### src/rtl/apb_host_bridge.sv
// apb_host_bridge: single-outstanding valid/ready command to APB3/APB4 bridge.
// Each accepted command runs as one APB transfer. The read data and status are
// returned on a valid/ready response channel. An optional ACCESS-phase timeout
// aborts transfers to a slave that never raises PREADY.
module apb_host_bridge #(
   parameter int ADDRESS_WIDTH  = 7,
   parameter int BUS_WIDTH      = 32,
   parameter int TIMEOUT_CYCLES = 255
) (
   input  logic                       i_clk,
   input  logic                       i_rst,
   input  logic                       i_req_valid,
   output logic                       o_req_ready,
   input  logic                       i_req_write,
   input  logic [ADDRESS_WIDTH-1:0]   i_req_address,
   input  logic [BUS_WIDTH-1:0]       i_req_write_data,
   input  logic [BUS_WIDTH/8-1:0]     i_req_strobe,
   output logic                       o_rsp_valid,
   input  logic                       i_rsp_ready,
   output logic [BUS_WIDTH-1:0]       o_rsp_read_data,
   output logic [1:0]                 o_rsp_status,
   output logic                       o_psel,
   output logic                       o_penable,
   output logic                       o_pwrite,
   output logic [ADDRESS_WIDTH-1:0]   o_paddr,
   output logic [BUS_WIDTH-1:0]       o_pwdata,
   output logic [BUS_WIDTH/8-1:0]     o_pstrb,
   input  logic                       i_pready,
   input  logic                       i_pslverr,
   input  logic [BUS_WIDTH-1:0]       i_prdata
);

   localparam int STRB_W     = BUS_WIDTH / 8;
   localparam int ALIGN_BITS = $clog2(STRB_W);
   localparam int CNT_W      = (TIMEOUT_CYCLES > 1) ? $clog2(TIMEOUT_CYCLES) : 1;
   localparam bit TIMEOUT_EN = (TIMEOUT_CYCLES != 0);
   localparam logic [CNT_W-1:0] CNT_LAST =
      (TIMEOUT_CYCLES > 0) ? CNT_W'(TIMEOUT_CYCLES - 1) : '0;
   localparam logic [ADDRESS_WIDTH-1:0] ADDR_MASK =
      ~ADDRESS_WIDTH'((1 << ALIGN_BITS) - 1);

   localparam logic [1:0] STATUS_TIMEOUT = 2'b11;

   typedef enum logic [1:0] {
      IDLE,
      SETUP,
      ACCESS,
      RESPONSE
   } state_t;

   state_t                     state;
   state_t                     state_next;

   logic                       lat_write;
   logic [ADDRESS_WIDTH-1:0]   lat_addr;
   logic [BUS_WIDTH-1:0]       lat_wdata;
   logic [STRB_W-1:0]          lat_strb;
   logic [BUS_WIDTH-1:0]       rsp_rdata;
   logic [1:0]                 rsp_status;
   logic [CNT_W-1:0]           wait_count;
   logic                       timeout_hit;

   // Final ACCESS cycle of the timeout window; PREADY in this cycle still wins.
   assign timeout_hit = TIMEOUT_EN && (wait_count == CNT_LAST);

   // State register; reset drops any transfer or pending response.
   always_ff @(posedge i_clk or posedge i_rst) begin
      if (i_rst) begin
         state <= IDLE;
      end else begin
         state <= state_next;
      end
   end

   // Next-state logic: one SETUP cycle, ACCESS until PREADY or timeout.
   always_comb begin
      state_next = state;
      case (state)
         IDLE:     if (i_req_valid) state_next = SETUP;
         SETUP:    state_next = ACCESS;
         ACCESS:   if (i_pready || timeout_hit) state_next = RESPONSE;
         RESPONSE: if (i_rsp_ready) state_next = IDLE;
         default:  state_next = IDLE;
      endcase
   end

   // Output decode; APB bus fields are only driven while the transfer is active.
   always_comb begin
      o_req_ready     = 1'b0;
      o_rsp_valid     = 1'b0;
      o_rsp_read_data = '0;
      o_rsp_status    = '0;
      o_psel          = 1'b0;
      o_penable       = 1'b0;
      o_pwrite        = 1'b0;
      o_paddr         = '0;
      o_pwdata        = '0;
      o_pstrb         = '0;
      case (state)
         IDLE: begin
            // Ready stays low while reset is held so every output reads 0.
            o_req_ready = ~i_rst;
         end
         SETUP, ACCESS: begin
            o_psel    = 1'b1;
            o_penable = (state == ACCESS);
            o_pwrite  = lat_write;
            o_paddr   = lat_addr;
            o_pwdata  = lat_wdata;
            o_pstrb   = lat_strb;
         end
         RESPONSE: begin
            o_rsp_valid     = 1'b1;
            o_rsp_read_data = rsp_rdata;
            o_rsp_status    = rsp_status;
         end
         default: ;
      endcase
   end

   // Command capture, ACCESS wait counter and response capture.
   always_ff @(posedge i_clk or posedge i_rst) begin
      if (i_rst) begin
         lat_write  <= 1'b0;
         lat_addr   <= '0;
         lat_wdata  <= '0;
         lat_strb   <= '0;
         rsp_rdata  <= '0;
         rsp_status <= '0;
         wait_count <= '0;
      end else begin
         case (state)
            IDLE: begin
               if (i_req_valid) begin
                  lat_write <= i_req_write;
                  lat_addr  <= i_req_address & ADDR_MASK;
                  lat_wdata <= i_req_write_data;
                  lat_strb  <= i_req_write ? i_req_strobe : '0;
               end
            end
            SETUP: begin
               wait_count <= '0;
            end
            ACCESS: begin
               if (i_pready) begin
                  rsp_rdata  <= lat_write ? '0 : i_prdata;
                  rsp_status <= {i_pslverr, 1'b0};
               end else begin
                  wait_count <= wait_count + CNT_W'(1);
                  if (timeout_hit) begin
                     rsp_rdata  <= '0;
                     rsp_status <= STATUS_TIMEOUT;
                  end
               end
            end
            default: ;
         endcase
      end
   end

endmodule

### config.mk
export PLATFORM = sky130hd
export DESIGN_NAME = apb_host_bridge
export DESIGN_NICKNAME = d
export VERILOG_FILES = /design/src/rtl/apb_host_bridge.sv
export SDC_FILE = /design/constraint.sdc
export NUM_CORES = 1
export LEC_CHECK = 0
export ABC_AREA = 1
export CAP_MARGIN = 20
export CORE_UTILIZATION = 43
export DETAILED_ROUTE_END_ITERATION = 6
export PLACE_DENSITY = 0.75
export SETUP_SLACK_MARGIN = 0.1
export SYNTH_ARGS = -nofsm -noshare
export SYNTH_HDL_FRONTEND = slang
export SYNTH_SLANG_ARGS = --single-unit
### constraint.sdc
create_clock -name i_clk -period 3.4 [get_ports i_clk]
set_input_delay 0.68 -clock i_clk [delete_from_list [all_inputs] [get_ports i_clk]]
set_output_delay 0.68 -clock i_clk [all_outputs]
set_load 0.02 [all_outputs]
# After elaboration in Yosys (flattened, before gate mapping)
# Cells that the tools add are included.
[word_totals]
reg_bits = 86
inputBits = 82
out_inout_bits = 82
wordCells = 49
[classes]
add_sub_neg = 1
eq_ne = 8
mux = 22
bitwise = 1
reduce_logical = 9
[ops]
columns = ["op", "count"]
rows = [
  ["two-way mux 32 bit", 5],
  ["one-hot mux 8 bit (2 select lines)", 1],
  ["two-way mux 2 bit", 6],
  ["adder 8 x 1 -> 8 bit, second input constant", 1],
  ["equality test 8 bit, second input constant", 1],
  ["two-way mux 4 bit", 2],
  ["two-way mux 8 bit", 1],
  ["inequality test 2 bit, second input constant", 4],
  ["one-hot mux 2 bit (4 select lines)", 1],
  ["two-way mux 7 bit", 1],
  ["AND reduction 2 bit", 3],
  ["two-way mux 1 bit", 5],
  ["equality test 2 bit, second input constant", 2],
  ["nonzero test 2 bit", 2],
  ["AND reduction 3 bit", 1],
  ["equality test 2 x 1 -> 1 bit, second input constant", 1],
  ["logical NOT 2 bit", 1],
  ["OR reduction 2 bit", 1],
  ["logical OR 1 bit", 1],
  ["NOT 1 bit", 1],
]

# Logic depth before layout (Yosys ltp)
# Gate-level depths: netlist (run 1).
[depth]
ltp_word = 4
depth_mapped = 9

# Least setup slack after synthesis (run 1)
# OpenSTA, ideal clock, no wires.
[synth_timing]
path_kind = "register to output"
startpoint = "reg state[0]"
endpoint = "out o_pstrb[1]"
t_arrival_ns = 1.566
required_time_ns = 2.720
slack_ns = 1.154
stages_incl_launch_ff = 7
path_cell_list = "dfrtp_1 > inv_1 > ha_1 > clkbuf_1 > clkbuf_1 > nand2_1 > inv_1"
[synth_between]
elab_chain_cells = 3
elab_cells_between_ends = 4
classes_between = "eq/ne (2); mux (1); reduce/logical (1)"
[synth_rtl]
columns = ["element", "line_no", "source"]
rows = [
  ["start: declaration", "51", "state_t state;"],
  ["start signal: assignment", "71", "state <= state_next;"],
  ["equality test 2 bit / equality test 2 x 1 -> 1 bit (equally long branches)", "99", "case (state)"],
  ["OR reduction 2 bit *", "99", ""],
  ["two-way mux 4 bit *", "99", ""],
  ["end: declaration", "27", "output logic [BUS_WIDTH/8-1:0] o_pstrb,"],
]
# Mark *: on every way between the ends. The rest lies on a longest branch, timed or not.

# Worst setup path after layout (run 1)
[layout_timing]
startpoint = "reg state[0]"
endpoint = "out o_pwdata[9]"
[layout_between]
elab_chain_cells = 3
elab_cells_between_ends = 4
classes_between = "eq/ne (2); mux (1); reduce/logical (1)"
[layout_rtl]
columns = ["element", "line_no", "source"]
rows = [
  ["equality test 2 bit / equality test 2 x 1 -> 1 bit (equally long branches)", "99", ""],
  ["OR reduction 2 bit *", "99", ""],
  ["two-way mux 32 bit *", "99", ""],
  ["end: declaration", "26", "output logic [BUS_WIDTH-1:0] o_pwdata,"],
]
# Marked as above.

==> results of run 1 <==
[through the flow]
step                total power (W)  instance area [um^2]  cells  setup slack [ns]  hold slack (ns)
floorplan                   0.00316                  4480    646             0.498            0.449
global placement            0.00420                  6140    914             0.779            0.462
detailed placement          0.00426                  6140    914             0.745            0.464
CTS                         0.00518                  6390    929             0.320            0.487
global route                0.00554                  6420    930             0.190            0.509
finish                      0.00516                  6420    930             0.337            0.483
[synthesized netlist by cell type]
| cell type | count |
|---|---|
| buf_4 | 4 |
| buf_2 | 5 |
| o21ai_0 | 11 |
| o21ai_1 | 1 |
| buf_1 | 6 |
| or2_2 | 2 |
| nor2_2 | 2 |
| a21oi_1 | 3 |
| nor2_1 | 35 |
| clkbuf_1 | 13 |
| nand3_4 | 1 |
| conb_1 | 1 |
| nand2_1 | 291 |
| nand2_2 | 1 |
| dfrtp_1 | 86 |
| buf_6 | 3 |
| nand4_1 | 1 |
| ha_1 | 7 |
| nand2_4 | 1 |
| nand3_1 | 40 |
| a21boi_0 | 1 |
| inv_1 | 129 |
| nor2_4 | 1 |
[per-layer routing]
metal | global-route usage (%) | wire (um) | vias up
met5 | 0 | 0 | -
met4 | 6.53 | 119 | 0
met3 | 6.33 | 925 | 12
met2 | 35.5 | 5180 | 152
met1 | 27.2 | 4970 | 1960
li1 | - | - | 2137
[cells in the final DEF (no fill, tap or decap)]
| cell type | n |
|---|---|
| a21boi_0 | 1 |
| a21oi_1 | 3 |
| buf_12 | 1 |
| buf_16 | 1 |
| buf_4 | 6 |
| bufinv_16 | 3 |
| clkbuf_8 | 12 |
| clkdlybuf4s50_1 | 159 |
| clkinv_2 | 1 |
| conb_1 | 2 |
| dfrtp_1 | 86 |
| ha_1 | 7 |
| inv_1 | 128 |
| nand2_1 | 291 |
| nand2_2 | 1 |
| nand2_4 | 1 |
| nand3_1 | 40 |
| nand3_4 | 1 |
| nand4_1 | 1 |
| nor2_1 | 35 |
| nor2_2 | 2 |
| nor2_4 | 1 |
| o21ai_0 | 11 |
| o21ai_1 | 1 |
| or2_2 | 2 |
[state kept, by name, indices dropped and copies added, names as in the netlist]
register	cells
rsp_rdata	32
lat_addr	5
state	2
lat_write	1
lat_strb	4
rsp_status	2
wait_count	8
lat_wdata	32
[cell type report]
class | count | area [um^2] | area share (%)
clock inverter | 3 | 90.1 | 1.40
clock buffer | 12 | 165 | 2.57
multi-input combinational | 400 | 1680 | 26.1
timing repair buffer | 167 | 1680 | 26.2
inverter | 129 | 485 | 7.56
sequential | 86 | 2150 | 33.5
tap | 133 | 166 | 2.59
[worst paths after layout]
kind / slack [ns] / to
setup / recovery: 0.34 / o_pwdata[9]
hold / removal: 0.48 / lat_addr[3]$_DFFE_PP0P_
setup reg to reg: 1.24 / rsp_rdata[28]$_DFFE_PP0P_
hold reg to reg: 0.48 / lat_addr[3]$_DFFE_PP0P_
max in group asynchronous: 1.87 / lat_wdata[6]$_DFFE_PP0P_
min in group asynchronous: 0.79 / lat_addr[2]$_DFFE_PP0P_
[power groups by stage]
stage / Combinational, W / Clock (W) / Sequential (W)
global placement: 0.00260 / 0 / 0.00161
CTS: 0.00266 / 0.000917 / 0.00161
global route: 0.00292 / 0.000964 / 0.00166
finish: 0.00265 / 0.000895 / 0.00161
detailed placement: 0.00264 / 0 / 0.00162
floorplan: 0.00159 / 0 / 0.00157
[tightest hold or removal path, stage by stage (launching register included)]
cell and delay (ns):
dfrtp_1 0.35, nand2_1 0.06, nand2_1 0.05
[logic make-up (layout without fill, tap and decap cells)]
logic type	count (synthesis)	count (layout)	synth area share (%)
and+or+nand+nor	375	375	33.6
AOI/OAI and AO/OA	16	16	1.85
adders and majority gates	7	7	1.96
buffers and inverters	160	311	14.4
DFF	86	86	48.1
other	1	2	0.0839
==> results list, run 1 <==
* Result of the run: finished clean
- Worst R2R Start: state[0]$_DFFE_PP0P_
- Number of diodes: 0
- The synthesized design contains 86 register bits.
- The total overflow left after global routing is 0.
- Time the worst path needs with I/O delays and setup: 3.06 ns
- Delay of the slowest cell on the worst path: 0.61 ns
* Number of H-tree branching levels: 3
- The routed design has 11200 um of wire.
* CTS Buf Count: 9
* Proportion of power drawn by flip-flops and latches: 31.3%
- The die covers 10800 um^2.
- Number of buffers and inverters on the critical path: 4
* Maximum number of pins on one net before global-route repair: 40
- Grouping stages by cell kind, the critical path spends the most delay in buffers and inverters.
- Reported leakage power: 3.78 nW
- In this run, the number of DRC markers left after iteration 0 of detailed routing was 252.
* Worst Skew: 0.00867 ns
- For the worst setup path, the data arrival time is 2.38 ns.
- 1st-pass router iterations: 6
- In this run the most critical hold path is launched from lat_addr[3]$_DFFE_PP0P_.
- Worst-path maximum fanout: 37
* Clock latency at the later pin of the worst-skew pair: 0.35 ns
- In the final design database the tool counted 882 nets.
- After clock tree synthesis, the repair step resized 0 gates.
- I/O pin count: 164
- The worst setup path is launched from a flop.
* Height of the chip: 104 um
- Filler cell count: 878
- Hold WC Path Type: reg2reg
- Max-Slew Margin vs Limit: 52.6%
- Width of the die: 104 um
* Clock Sink Count: 86
* GRT Resource Usage Total: 21.5%
* Timing startpoint of the critical path: state[0]$_DFFE_PP0P_
- The synthesized design spends more area on one cell type than any other, namely dfrtp_1.
- Once the floorplan was initialized, standard cells occupied 45.1% of the core.
- Synthesis handed over a netlist of 645 instances.
- The floorplan step defined a core boundary enclosing 9910 um^2.
- Each instance of the synthesized netlist takes up on average 6.93 um^2.
- Buffer cell driving the clock tree root: clkbuf_8
* Via count of the first global-routing pass: 4135
* RSZ-0062 raised after global routing: no
* Sequential-to-total area share from yosys stat: 48.1%
* Row cnt: 36
- The initial antenna violation count was 0.
- In this run, post-CTS hold repair placed 0 buffers.
- After clock tree synthesis, the clock-pin slew on the worst setup and hold paths is 0.08 ns.
- Cell with the largest stage delay on the worst path: clkdlybuf4s50_1
- In this run the deepest clock path goes through 2 buffers.
- The netlist uses 23 different library cells.
* Number of warnings issued by yosys: 0
- The final hold violation count was 0.
* Start-to-end type of the worst setup path: reg2out
- Growth of design area from synthesis to finish: 43.6%
- Layout Utilization: 64.8%
- FMAX: 326 MHz
* Internal power contribution: 0.00306 W
- STA classifies the critical path endpoint as a primary output.
- Required time worst endpoint: 2.72 ns
* Cell count of the worst reg-to-reg path: 6
* Via density per instance: 4.58
- Net switching fraction of the power: 40.8%
- Clock network fraction of design power: 17.4%
- The first global-routing pass estimated 19100 um of wire.
* Critical path depth in cells: 6
* Power density over the cells: 803 nW/um^2
* Placer's final routability congestion estimate: 0.789
* Proportion of layout cells with a drive suffix above 1: 4.02%
- Routed wire per std cell: 12.0 um
- Summing every instance area after synthesis gives 4470 um^2.
- Summed over all nets, the switching power comes to 0.00210 W.
* CTS tree: yes
- Port buffering added 159 buffers.
- The signal on the critical path passes through inv_1 > ha_1 > buf_12 > nand2_1 > inv_1 > clkdlybuf4s50_1.
- The detail route stage leaves a number of antenna-violating nets equal to 0.
* Vias: 4261
- Detailed placement ended at an HPWL of 7760 um.
- Counting stages on the worst path, the most repeated cell is inv_1.
* Post-route DRC: 0
- The worst-case IR drop observed on VDD is 614 uV.
* Sum Neg Setup Slack: 0 ns
- In this run the post-CTS setup repair buffer count came out at 0.
- Of the available clock period, the critical path in the final layout requires 90.1%.
* Largest cells by area after synthesis: dfrtp_1 48%, nand2_1 24%, inv_1 11%, nand3_1 4.5%, nor2_1 2.9%
- Worst slew pin tran: 0.710 ns
- Count of final max-slew check failures: 0
* Number of setup violations in the final report: 0
* Max-cap check violation count: 0
- Area share of the largest cell type after synthesis: 48.1%
- Along the worst hold path, the cell count comes to 2.
- Portion of total power attributed to combinational logic: 51.4%
No activity file was read; power rests on OpenSTA's default activity.
==> inputs of run 2 (changes only) <==
- CORE_MARGIN: unset -> 1
- CORE_UTILIZATION: 43 -> 41
- PLACE_DENSITY: 0.75 -> unset
- PLACE_DENSITY_LB_ADDON: unset -> 0.15
- clock period: 3.4 -> 2.5 ns (I/O delays scaled with it)
==> results list, run 2 (synthesized netlist as in run 1, its figures left out) <==
- The count of buffers inserted at the top-level ports came to 159 (unchanged).
- The wire length of the first global-routing pass came to 18000 um (-6.0%).
* Via density per instance: 4.45 (-2.8%)
- The critical-path maximum fanout came to 13 (-65%).
* Tot Pwr: 0.00637 W (+23%)
- The pin count of the biggest net entering global routing came to 46 (+15%).
- Subtracting the final worst setup slack from the clock period gives 2.35 ns.
- Worst Skew: 0.00749 ns (-0.00118 ns)
- FMAX: 425 MHz
- Cell count of the worst reg-to-reg path: 6 (unchanged)
- Starting Density: 42.7% (-2.4 points)
- Portion of total power attributed to combinational logic: 50.0% (-1.4 points)
- Total global routing overflow: 0 (unchanged)
* Required time worst endpoint: 2.00 ns (-0.72 ns)
- Routed wire per std cell: 11.4 um (-5.6%)
- The clock tree buffer depth came to 2 (unchanged).
- STA classifies the critical path startpoint as a flop.
- The diode insertion count for antenna repair was 0 (unchanged).
- Of the available clock period, the critical path in the final layout requires 94.1%.
- Clock Sink Count: 86 (unchanged)
- The x dimension of the die came to 106 um (+2.4%).
- The worst max-slew margin expressed relative to the limit was 64.7% (+12 points).
- Buffer cell driving the clock tree root: clkbuf_8
- The initial antenna violation count was 0 (unchanged).
* CTS Buf Count: 9 (unchanged)
* Vias: 4167 (-2.2%)
- The final wirelength was 10600 um (-5.0%).
- Residual antenna-violating net count after detailed routing: 0 (unchanged)
- The global-route usage over all layers came to 19.6% (-1.9 points).
- Cell depth of the worst min-delay path: 2 (unchanged)
* Result of the run: finished clean
* Worst slew pin tran: 0.529 ns (-0.181 ns)
- The total negative slack came to 0 ns (unchanged).
- The max-slew violation total from the final report is 0 (unchanged).
- RSZ-0062 raised after global routing: yes
- The total net switching power came to 0.00286 W (+36%).
* Dpl hpwl: 7580 um (-2.3%)
- The final RePlAce weighted congestion was 0.832 (+5.5%).
- Clock latency at the later pin of the worst-skew pair: 0.35 ns (about the same)
- Via count of the first global-routing pass: 4045 (-2.2%)
- IR Drop Worst-Case VDD: 612 uV (-0.39%)
* Worst hold slack: 0.487 ns (+0.00463 ns)
- The number of placement rows was 37 (+2.8%).
- The proportion of total power due to net switching was 44.9% (+4.2 points).
- Placeable core region: 10500 um^2 (+5.6%)
- The final layout net count came to 884 (+0.23%).
- Power density over the cells: 1030 nW/um^2 (+28%)
* Proportion of power drawn by flip-flops and latches: 34.3% (+3.0 points)
* Clock network fraction of design power: 15.7% (-1.7 points)
* Leading cell types in the layout, fill and taps excluded: 291 x nand2_1, 128 x inv_1, 86 x dfrtp_1
- The violation count after the first detailed-route iteration was 173 (-31%).
* Internal power contribution: 0.00351 W (+15%)
* I/O pin count: 164 (unchanged)
* Reported leakage power: 3.98 nW (+5.5%)
- The tightest min-delay check is of the reg2reg type.
- The die outline area is 11300 um^2 (+4.8%).
- Post-route DRC: 0 (unchanged)
- Growth of design area from synthesis to finish: 38.3%
- Registers with the most flip-flops: lat_wdata x32, rsp_rdata x32, wait_count x8
- The count of maximum capacitance violations is 0 (unchanged).
- Height of the chip: 106 um (+2.4%)
- The number of buffers inserted by post-CTS setup repair was 0 (unchanged).
- CTS tree: yes
* Critical Path Sink Type: primary output
* Worst path arrival time: 1.85 ns (-0.53 ns)
- The share of cells above drive strength 1 is 9.25% (+5.2 points).
- The final hold violation count was 0 (unchanged).
* Most common library cell in the layout ignoring fill and taps: nand2_1
- The final setup violation count was 0 (unchanged).
- Clock-pin slew on the worst setup and hold paths: 0.09 ns (about the same)
- The number of optimization iterations in the first detailed-route pass came to 4 (-2).
* Start-to-end type of the worst setup path: reg2out
* Number of H-tree branching levels: 3 (unchanged)
run 2: metrics by stage:
stage / area (um^2) / std cells / util [%] / setup WS [ns]
floorplan: 4480 / 646 / - / 0.434
global route: 6180 / 936 / 59.1 / 0.0352
finish: 6180 / 936 / 59.1 / 0.147
global placement: 6220 / 920 / 59.4 / 0.245
detailed placement: 6220 / 920 / 59.4 / 0.212
CTS: 6340 / 936 / 60.6 / 0.0839
run 2: timing repair:
item | CTS | global route
resized for setup | 87 | 72
hold buffers | 0 | 0
setup endpoints to repair | 78 | 43
endpoints found under the hold margin | 0 | 0
run 2: metal layers:
metal	share of wire [%]	GRT usage (%)
met1	44	24.2
met2	46	32.9
met5	0	0
met4	1.5	6.75
met3	7.9	5.40
run 2: final timing paths:
path,start,to,slack [ns]
hold reg to reg,lat_addr[6]$_DFFE_PP0P_,lat_addr[6]$_DFFE_PP0P_,0.49
setup reg to reg,state[0]$_DFFE_PP0P_,rsp_rdata[14]$_DFFE_PP0P_,0.53
hold / removal,lat_addr[6]$_DFFE_PP0P_,lat_addr[6]$_DFFE_PP0P_,0.49
setup / recovery,state[0]$_DFFE_PP0P_,o_pwdata[14],0.15
max in group asynchronous,i_rst,rsp_rdata[0]$_DFFE_PP0P_,1.25
min in group asynchronous,i_rst,rsp_rdata[30]$_DFFE_PP0P_,0.67
run 2: cell type report:
class                      instances  area, um^2
clock inverter                     7        80.1
fill                            1053        4280
timing repair buffer             169        1490
inverter                         129         488
multi-input combinational        400        1680
tap                              136         170
clock buffer                       9         124
sequential                        86        2150
run 2: power groups by stage:
| stage | Sequential (W) | Clock (W) | Combinational (W) |
|---|---|---|---|
| 2_1_floorplan | 0.00213 | 0 | 0.00216 |
| 3_3_place_gp | 0.00218 | 0 | 0.00361 |
| 3_5_place_dp | 0.00220 | 0 | 0.00366 |
| 4_1_cts | 0.00218 | 0.00104 | 0.00335 |
| 5_1_grt | 0.00225 | 0.00109 | 0.00355 |
| 6_report | 0.00218 | 0.000999 | 0.00318 |
run 2: worst max-delay path: stages (launching register included):
cell,delay (ns)
dfrtp_1,0.41
inv_1,0.10
ha_1,0.35
buf_4,0.21
nand2_1,0.07
inv_1,0.04
dlygate4sd2_1,0.32
==> inputs of run 3 (changes only) <==
- SLEW_MARGIN: unset -> 10
==> results of run 3 <==
Same layout as run 2: the final DEF is identical, and so are final timing and power.
